**config.mk**
```make
export PLATFORM = sky130hd
export DESIGN_NAME = imem_loader_flat
export DESIGN_NICKNAME = d
export VERILOG_FILES = /design/src/rtl/imem_loader_if.sv /design/src/rtl/imem_loader.sv /design/src/flat_wrapper.sv
export SDC_FILE = /design/constraint.sdc
export NUM_CORES = 1
export LEC_CHECK = 0
export BUFFER_PORTS_ARGS = -buffer_cell sky130_fd_sc_hd__buf_4
export CORE_ASPECT_RATIO = 0.9
export CORE_MARGIN = 2
export CORE_UTILIZATION = 59
export CTS_BUF_LIST = sky130_fd_sc_hd__clkbuf_8 sky130_fd_sc_hd__clkbuf_16
export CTS_CLUSTER_DIAMETER = 30
export DETAILED_ROUTE_END_ITERATION = 16
export GPL_TIMING_DRIVEN = 0
export PLACE_DENSITY = 0.85
export SKIP_CTS_REPAIR_TIMING = 1
export SLEW_MARGIN = 20
export SYNTH_ARGS = -nofsm -noshare
export SYNTH_HDL_FRONTEND = slang
export SYNTH_SLANG_ARGS = --single-unit
```
**constraint.sdc**
```tcl
create_clock -name clk -period 6.2 [get_ports clk]
set_clock_uncertainty 0.05 [all_clocks]
set_input_delay 0.31 -clock clk [delete_from_list [all_inputs] [get_ports clk]]
set_output_delay 0.31 -clock clk [all_outputs]
set_load 0.05 [all_outputs]
```
**src/rtl/imem_loader_if.sv**
```systemverilog
// Host byte stream plus instruction-memory write port and boot status of imem_loader.
// The host/bench side uses master; the loader uses slave.
interface imem_loader_if;
    logic        byte_valid;
    logic [7:0]  byte_data;
    logic        byte_ready;
    logic        mem_we;
    logic [31:0] mem_addr;
    logic [31:0] mem_wd;
    logic        core_rst_n;
    logic        done;
    logic        error;

    modport master (
        output byte_valid, byte_data,
        input  byte_ready, mem_we, mem_addr, mem_wd, core_rst_n, done, error
    );

    modport slave (
        input  byte_valid, byte_data,
        output byte_ready, mem_we, mem_addr, mem_wd, core_rst_n, done, error
    );
endinterface

```
**src/rtl/imem_loader.sv**
```systemverilog
// Boot loader: parses a length-prefixed, XOR-checksummed byte stream into 32-bit words,
// writes them to instruction memory and releases the core once the image verifies.
module imem_loader #(
    parameter int          DEPTH     = 64,
    parameter logic [31:0] BASE_ADDR = 32'h0000_0000
) (
    input  logic          clk,
    input  logic          rst,
    imem_loader_if.slave  bus
);
    typedef enum logic [2:0] {LEN0, LEN1, DATA, WRITE, CSUM, DONE, ERR} state_t;

    localparam logic [16:0] DEPTH_W = 17'(DEPTH);

    state_t      state, state_nx;
    logic [15:0] count;
    logic [15:0] word_idx;
    logic [1:0]  lane;
    logic [7:0]  csum;
    logic [31:0] shreg;
    logic        accepting;
    logic        xfer;
    logic [15:0] len_full;

    assign accepting = (state == LEN0) || (state == LEN1) || (state == DATA) || (state == CSUM);
    // Ready is masked while rst is high so a reset cycle never consumes a byte.
    assign bus.byte_ready = accepting && !rst;
    assign xfer           = bus.byte_valid && bus.byte_ready;
    assign len_full       = {bus.byte_data, count[7:0]};

    always_ff @(posedge clk) begin
        if (rst) state <= LEN0;
        else     state <= state_nx;
    end

    always_comb begin
        state_nx = state;
        case (state)
            LEN0:  if (xfer) state_nx = LEN1;
            LEN1: begin
                if (xfer) begin
                    if ({1'b0, len_full} > DEPTH_W) state_nx = ERR;
                    else if (len_full == 16'd0)     state_nx = CSUM;
                    else                            state_nx = DATA;
                end
            end
            DATA:  if (xfer && lane == 2'd3) state_nx = WRITE;
            WRITE: state_nx = ((word_idx + 16'd1) == count) ? CSUM : DATA;
            CSUM:  if (xfer) state_nx = (bus.byte_data == csum) ? DONE : ERR;
            DONE:  state_nx = DONE;
            ERR:   state_nx = ERR;
            default: state_nx = LEN0;
        endcase
    end

    always_ff @(posedge clk) begin
        if (rst) begin
            count    <= '0;
            word_idx <= '0;
            lane     <= '0;
            csum     <= '0;
            shreg    <= '0;
        end else begin
            case (state)
                LEN0: if (xfer) count[7:0]  <= bus.byte_data;
                LEN1: if (xfer) count[15:8] <= bus.byte_data;
                DATA: begin
                    if (xfer) begin
                        shreg[{lane, 3'b000} +: 8] <= bus.byte_data;
                        csum <= csum ^ bus.byte_data;
                        lane <= lane + 2'd1;
                    end
                end
                WRITE: word_idx <= word_idx + 16'd1;
                default: ;
            endcase
        end
    end

    // Address is decoded from the pre-increment word index during WRITE.
    assign bus.mem_we     = (state == WRITE);
    assign bus.mem_addr   = BASE_ADDR + {14'd0, word_idx, 2'b00};
    assign bus.mem_wd     = shreg;
    assign bus.done       = (state == DONE);
    assign bus.error      = (state == ERR);
    assign bus.core_rst_n = (state == DONE);
endmodule

```
**src/flat_wrapper.sv**
```systemverilog
// flat-port wrapper written by rule: the top's interface ports become plain ports
module imem_loader_flat 
#(
    parameter int          DEPTH     = 64,
    parameter logic [31:0] BASE_ADDR = 32'h0000_0000
)
  (clk, rst, bus_byte_valid, bus_byte_data, bus_byte_ready, bus_mem_we, bus_mem_addr, bus_mem_wd, bus_core_rst_n, bus_done, bus_error);
  imem_loader_if bus_i ();
  input  logic clk;
  input  logic rst;
  input wire logic [$bits(bus_i.byte_valid)-1:0] bus_byte_valid;
  input wire logic [$bits(bus_i.byte_data)-1:0] bus_byte_data;
  output wire logic [$bits(bus_i.byte_ready)-1:0] bus_byte_ready;
  output wire logic [$bits(bus_i.mem_we)-1:0] bus_mem_we;
  output wire logic [$bits(bus_i.mem_addr)-1:0] bus_mem_addr;
  output wire logic [$bits(bus_i.mem_wd)-1:0] bus_mem_wd;
  output wire logic [$bits(bus_i.core_rst_n)-1:0] bus_core_rst_n;
  output wire logic [$bits(bus_i.done)-1:0] bus_done;
  output wire logic [$bits(bus_i.error)-1:0] bus_error;
  assign bus_i.byte_valid = bus_byte_valid;
  assign bus_i.byte_data = bus_byte_data;
  assign bus_byte_ready = bus_i.byte_ready;
  assign bus_mem_we = bus_i.mem_we;
  assign bus_mem_addr = bus_i.mem_addr;
  assign bus_mem_wd = bus_i.mem_wd;
  assign bus_core_rst_n = bus_i.core_rst_n;
  assign bus_done = bus_i.done;
  assign bus_error = bus_i.error;
  imem_loader #(.DEPTH(DEPTH), .BASE_ADDR(BASE_ADDR)) u_core (.clk(clk), .rst(rst), .bus(bus_i));
endmodule
```
Word level (Yosys, flattened, before mapping)
Index checks and enable logic that the tools add are counted.
{"block": "totals", "register_bits": 77, "output_inout_bits": 69, "input_bits": 11, "word_cells": 50}
{"block": "op_classes", "n_eq_ne": 13, "muxes": 10, "bitwise_logic": 1, "n_addsub": 3, "order_cmp": 1, "reduce_logical": 13, "shifts": 2}
{"op": "$bwmux W32", "count": 1}
{"op": "$shift A8 B7 Y32 const A", "count": 1}
{"op": "$shiftx A8 B7 Y32", "count": 1}
{"op": "$mux W3", "count": 7}
{"op": "$pmux W3 S7", "count": 1}
{"op": "$add A16 B1 Y16 const B", "count": 1}
{"op": "$eq A16 B16 Y1", "count": 1}
{"op": "$gt A16 B7 Y1 const B", "count": 1}
{"op": "$logic_not A16 Y1", "count": 1}
{"op": "$eq A3 B3 Y1 const B", "count": 3}
{"op": "$eq A8 B8 Y1", "count": 1}
{"op": "$xor A8 B8 Y8", "count": 1}
{"op": "$neg A5 Y7", "count": 1}
{"op": "$eq A3 B2 Y1 const B", "count": 2}
{"op": "$ne A2 B1 Y1 const B", "count": 3}
{"op": "$reduce_and A2 Y1", "count": 3}
{"op": "$reduce_and A4 Y1", "count": 1}
{"op": "$eq A3 B1 Y1 const B", "count": 1}
{"op": "$logic_and A1 B1 Y1", "count": 3}
{"op": "$logic_not A3 Y1", "count": 1}
{"op": "$logic_or A1 B1 Y1", "count": 3}
{"op": "$add A2 B1 Y2 const B", "count": 1}
{"op": "$eq A2 B2 Y1 const B", "count": 1}
{"op": "$mux W2", "count": 1}
{"op": "other kinds (2)", "count": 2}

Logic depth before layout (Yosys ltp)
{"block": "depth", "word_depth": 9, "ltp_mapped": 8, "depth_no_buf": 7}

Worst setup path before layout
Ideal clock, no wire load.
{"block": "synth_path", "path_type": "reg-to-reg", "startpoint": "register u_core.word_idx[1]", "endpoint": "register u_core.state[1]", "required_time_ns": 6.031, "slack_ns": 3.499, "path_buffers": 0, "synth_period_minus_slack_ns": 2.701, "arrival_ns": 2.533, "setup_ns": 0.119, "path_stages_with_launch": 8, "path_cell_list": "dfxtp_1 -> ha_1 -> inv_1 -> a2111o_1 -> a21oi_1 -> a311oi_1 -> or4_1 -> o221a_1"}
{"block": "synth_between", "elab_chain_len": 4}
{"item": "start: declaration", "line": "imem_loader.sv:17", "source": "logic [15:0] word_idx;"}
{"item": "start signal: assignment", "line": "imem_loader.sv:74", "source": "WRITE: word_idx <= word_idx + 16'd1;"}
{"item": "$add A16 B1 Y16", "line": "imem_loader.sv:48", "source": "WRITE: state_nx = ((word_idx + 16'd1) == count) ? CSUM : DATA;"}
{"item": "$eq A16 B16 Y1", "line": "imem_loader.sv:48"}
{"item": "$mux W3", "line": "imem_loader.sv:48"}
{"item": "$pmux W3 S7", "line": "imem_loader.sv:38", "source": "case (state)"}
{"item": "end signal: assignment", "line": "imem_loader.sv:33", "source": "else state <= state_nx;"}
{"item": "end: declaration", "line": "imem_loader.sv:15", "source": "state_t state, state_nx;"}
Every way passes these cells.
A chain may end at the register's enable or synchronous reset.

Final worst setup path
Same ends and word-level chain as after synthesis.

==> results.cfg <==
[route]
drc_errors = 0
first_pass_iters = 6
via_count = 3761
wl_per_cell_um = 15.6
viasPerCell = 5.68
routed_wl_mm = 10.3
final_antenna_net_count = 0
drtIter0Drc = 294

[power]
p_clk_frac = 0.406
p_comb_frac = 0.109
seq_power_share = 0.485
swShare = 0.268
p_sw_mw = 0.281
peakVddDrop_mv = 0.180
internal_power_mw = 0.766
p_per_area_nw_per_um2 = 218
p_leak_nw = 1.98
finalPower_mw = 1.05

[cells_and_area]
final_cells = 662
syn_to_final_growth_pct = 20.1
diodes = 0
final_nets = 584
final_cell_mix = 77 x dfxtp_1, 75 x buf_4, 58 x nand2_1
mostFrequentLayoutCell = dfxtp_1
drive_above_1_share = 0.178

[synth]
ys.flop_type = dfxtp_1
synth_edf_count = 0
synth_area_sq_um = 4000
syn-mean-instance-area_sq_um = 8.23
synth_cells = 486
synthArstFlopShare = 0
yosys.cell_types.count = 54
synth.ff_latch_count = 77
yosysSeqAreaShare = 0.386
yosys_warnings = 0

[timing]
slew_viol_final = 0
holdWs_ps = 383
period_needed_ps = 2670
setup_viol = 0
grt_setup_unrepaired = false
post-route-period-util = 0.430
tightest_slew_ps = 965
hold_violations = 0
slew_headroom = 0.355
fmax_mhz = 375
finalSetupTns_ps = 0

[floorplan]
die_y_um = 82.1
die_x_um = 90.8
start_util = 0.610
num_io_pins = 80
die-area_sq_um = 7450
row_count = 28
core_sq_um = 6550

[worst_hold_path]
hold_class = in -> reg
min_path_cells = 5

[placement]
dpl.cell_count = 646
dp_hpwl_mm = 7.03
gp_congestion = 0.931
portBuffers = 55

[grt]
antenna_found_initial = 0
grt_pass1_vias = 3308
grt-ovfl-total = 0
grt_max_degree = 15
grt_first_pass_wirelength_mm = 16.2
grtUsageTotal = 0.278

[clock_tree]
cts_root_buffer = clkbuf_8
cts_tree = built
insertion_delay_ps = 350
cts_made_buffers = 9
htreeDepth = 3
cts_sinks = 77
clockBufferDepth = 2
clk_pin_slew_ps = 80

[setup_path]
setup.worst_path.start_class = flip-flop
cp_max_fo = 10
r2r_cells = 7
required_ps = 6400
worst_setup_path_end_kind = flip-flop
path_class = reg -> reg
crit_arrival_ps = 2870

[run_status]
status = finished clean

[job]
maxCapViolations = 0
-- synthesized netlist by cell type, types with 2 or more instances --
master    number  area [sq um]
a2111o_1       2          22.5
a21oi_1       46           230
a311oi_1       2          17.5
a31oi_1        3          18.8
and2_1         5          31.3
and4_1         3          26.3
buf_4         20           150
clkbuf_1      27           101
dfxtp_1       77          1540
ha_1           6          75.1
inv_1          5          18.8
inv_2          2          7.51
mux2i_1       18           180
nand2_1       58           218
nand3_1       41           205
nand3b_1       2          15.0
nand4_1        5          31.3
nand4_2        2          25.0
nor2_1        45           169
nor2b_1        3          18.8
nor3_1         9          45.0
nor3b_1        5          37.5
nor4_1         8          50.1
o21ai_0       10          50.1
or3_1          7          43.8
or4_1          3          22.5
xnor2_1       16           140
xor2_1        30           263
-- per-stage QoR --
| stage | utilization | cell area [sq um] | setup slack, ps |
|---|---|---|---|
| 2_1_floorplan | - | 4050 | 3500 |
| 3_3_place_gp | 0.699 | 4580 | 3640 |
| 3_5_place_dp | 0.699 | 4580 | 3620 |
| 4_1_cts | 0.733 | 4800 | 3590 |
| 5_1_grt | 0.733 | 4800 | 3440 |
| 6_report | 0.733 | 4800 | 3530 |
-- path summary, 6_finish.rpt --
path,from,endpoint,slack (ps)
max,u_core.word_idx[1],u_core.state[1],3530
min reg2reg,u_core.bus.mem_wd[6],u_core.bus.mem_wd[6],410
min,bus_byte_valid,u_core.state[0],380
max reg2reg,u_core.word_idx[1],u_core.state[1],3530
-- final cells by class --
class,count,area [sq um]
Multi-Input combinational cell,365,2190
Fill cell,509,1750
Sequential cell,77,1540
Timing Repair Buffer,55,413
Buffer,52,300
Clock buffer,9,124
Tap cell,90,113
Clock inverter,7,97.6
Inverter,7,26.3
-- critical path, stage by stage (launching register included) --
cell and delay (ps):
dfxtp_1 540, ha_1 370, inv_1 160, a2111o_1 410
a21oi_1 160, a311oi_1 60, or4_1 580, o221a_1 230
-- sequential cells by signal (all words and copies together) (netlist names) --
register,cells
u_core.bus.mem_wd,32
u_core.count,16
u_core.word_idx,16
u_core.csum,8
u_core.state,3
u_core.lane,2
-- logic make-up after synthesis --
kind of cell	after synthesis	share of synthesized area
and+or+nand+nor	203	0.254
DFF	77	0.386
AOI/OAI and AO/OA	76	0.113
buffers and inverters	59	0.0817
xor gates and xnor gates	46	0.101
muxes	18	0.0451
adders and majority gates	6	0.0188
other	1	0.000938
-- power groups by stage --
stage               clock network, mW  logic (mW)  registers (mW)
global route                    0.450       0.122           0.508
CTS                             0.426       0.112           0.507
finish                          0.425       0.114           0.507
global placement                    0       0.109           0.518
floorplan                           0      0.0876           0.519
detailed placement                  0       0.111           0.518
-- per-layer routing --
| layer | vias up | share of wire | GRT usage |
|---|---|---|---|
| met5 | - | 0 | 0 |
| met4 | 0 | 0.013 | 0.0800 |
| met3 | 14 | 0.094 | 0.0817 |
| met2 | 183 | 0.47 | 0.463 |
| met1 | 1766 | 0.42 | 0.355 |
| li1 | 1798 | - | - |
Note: power is estimated with default switching activity, not from simulation.
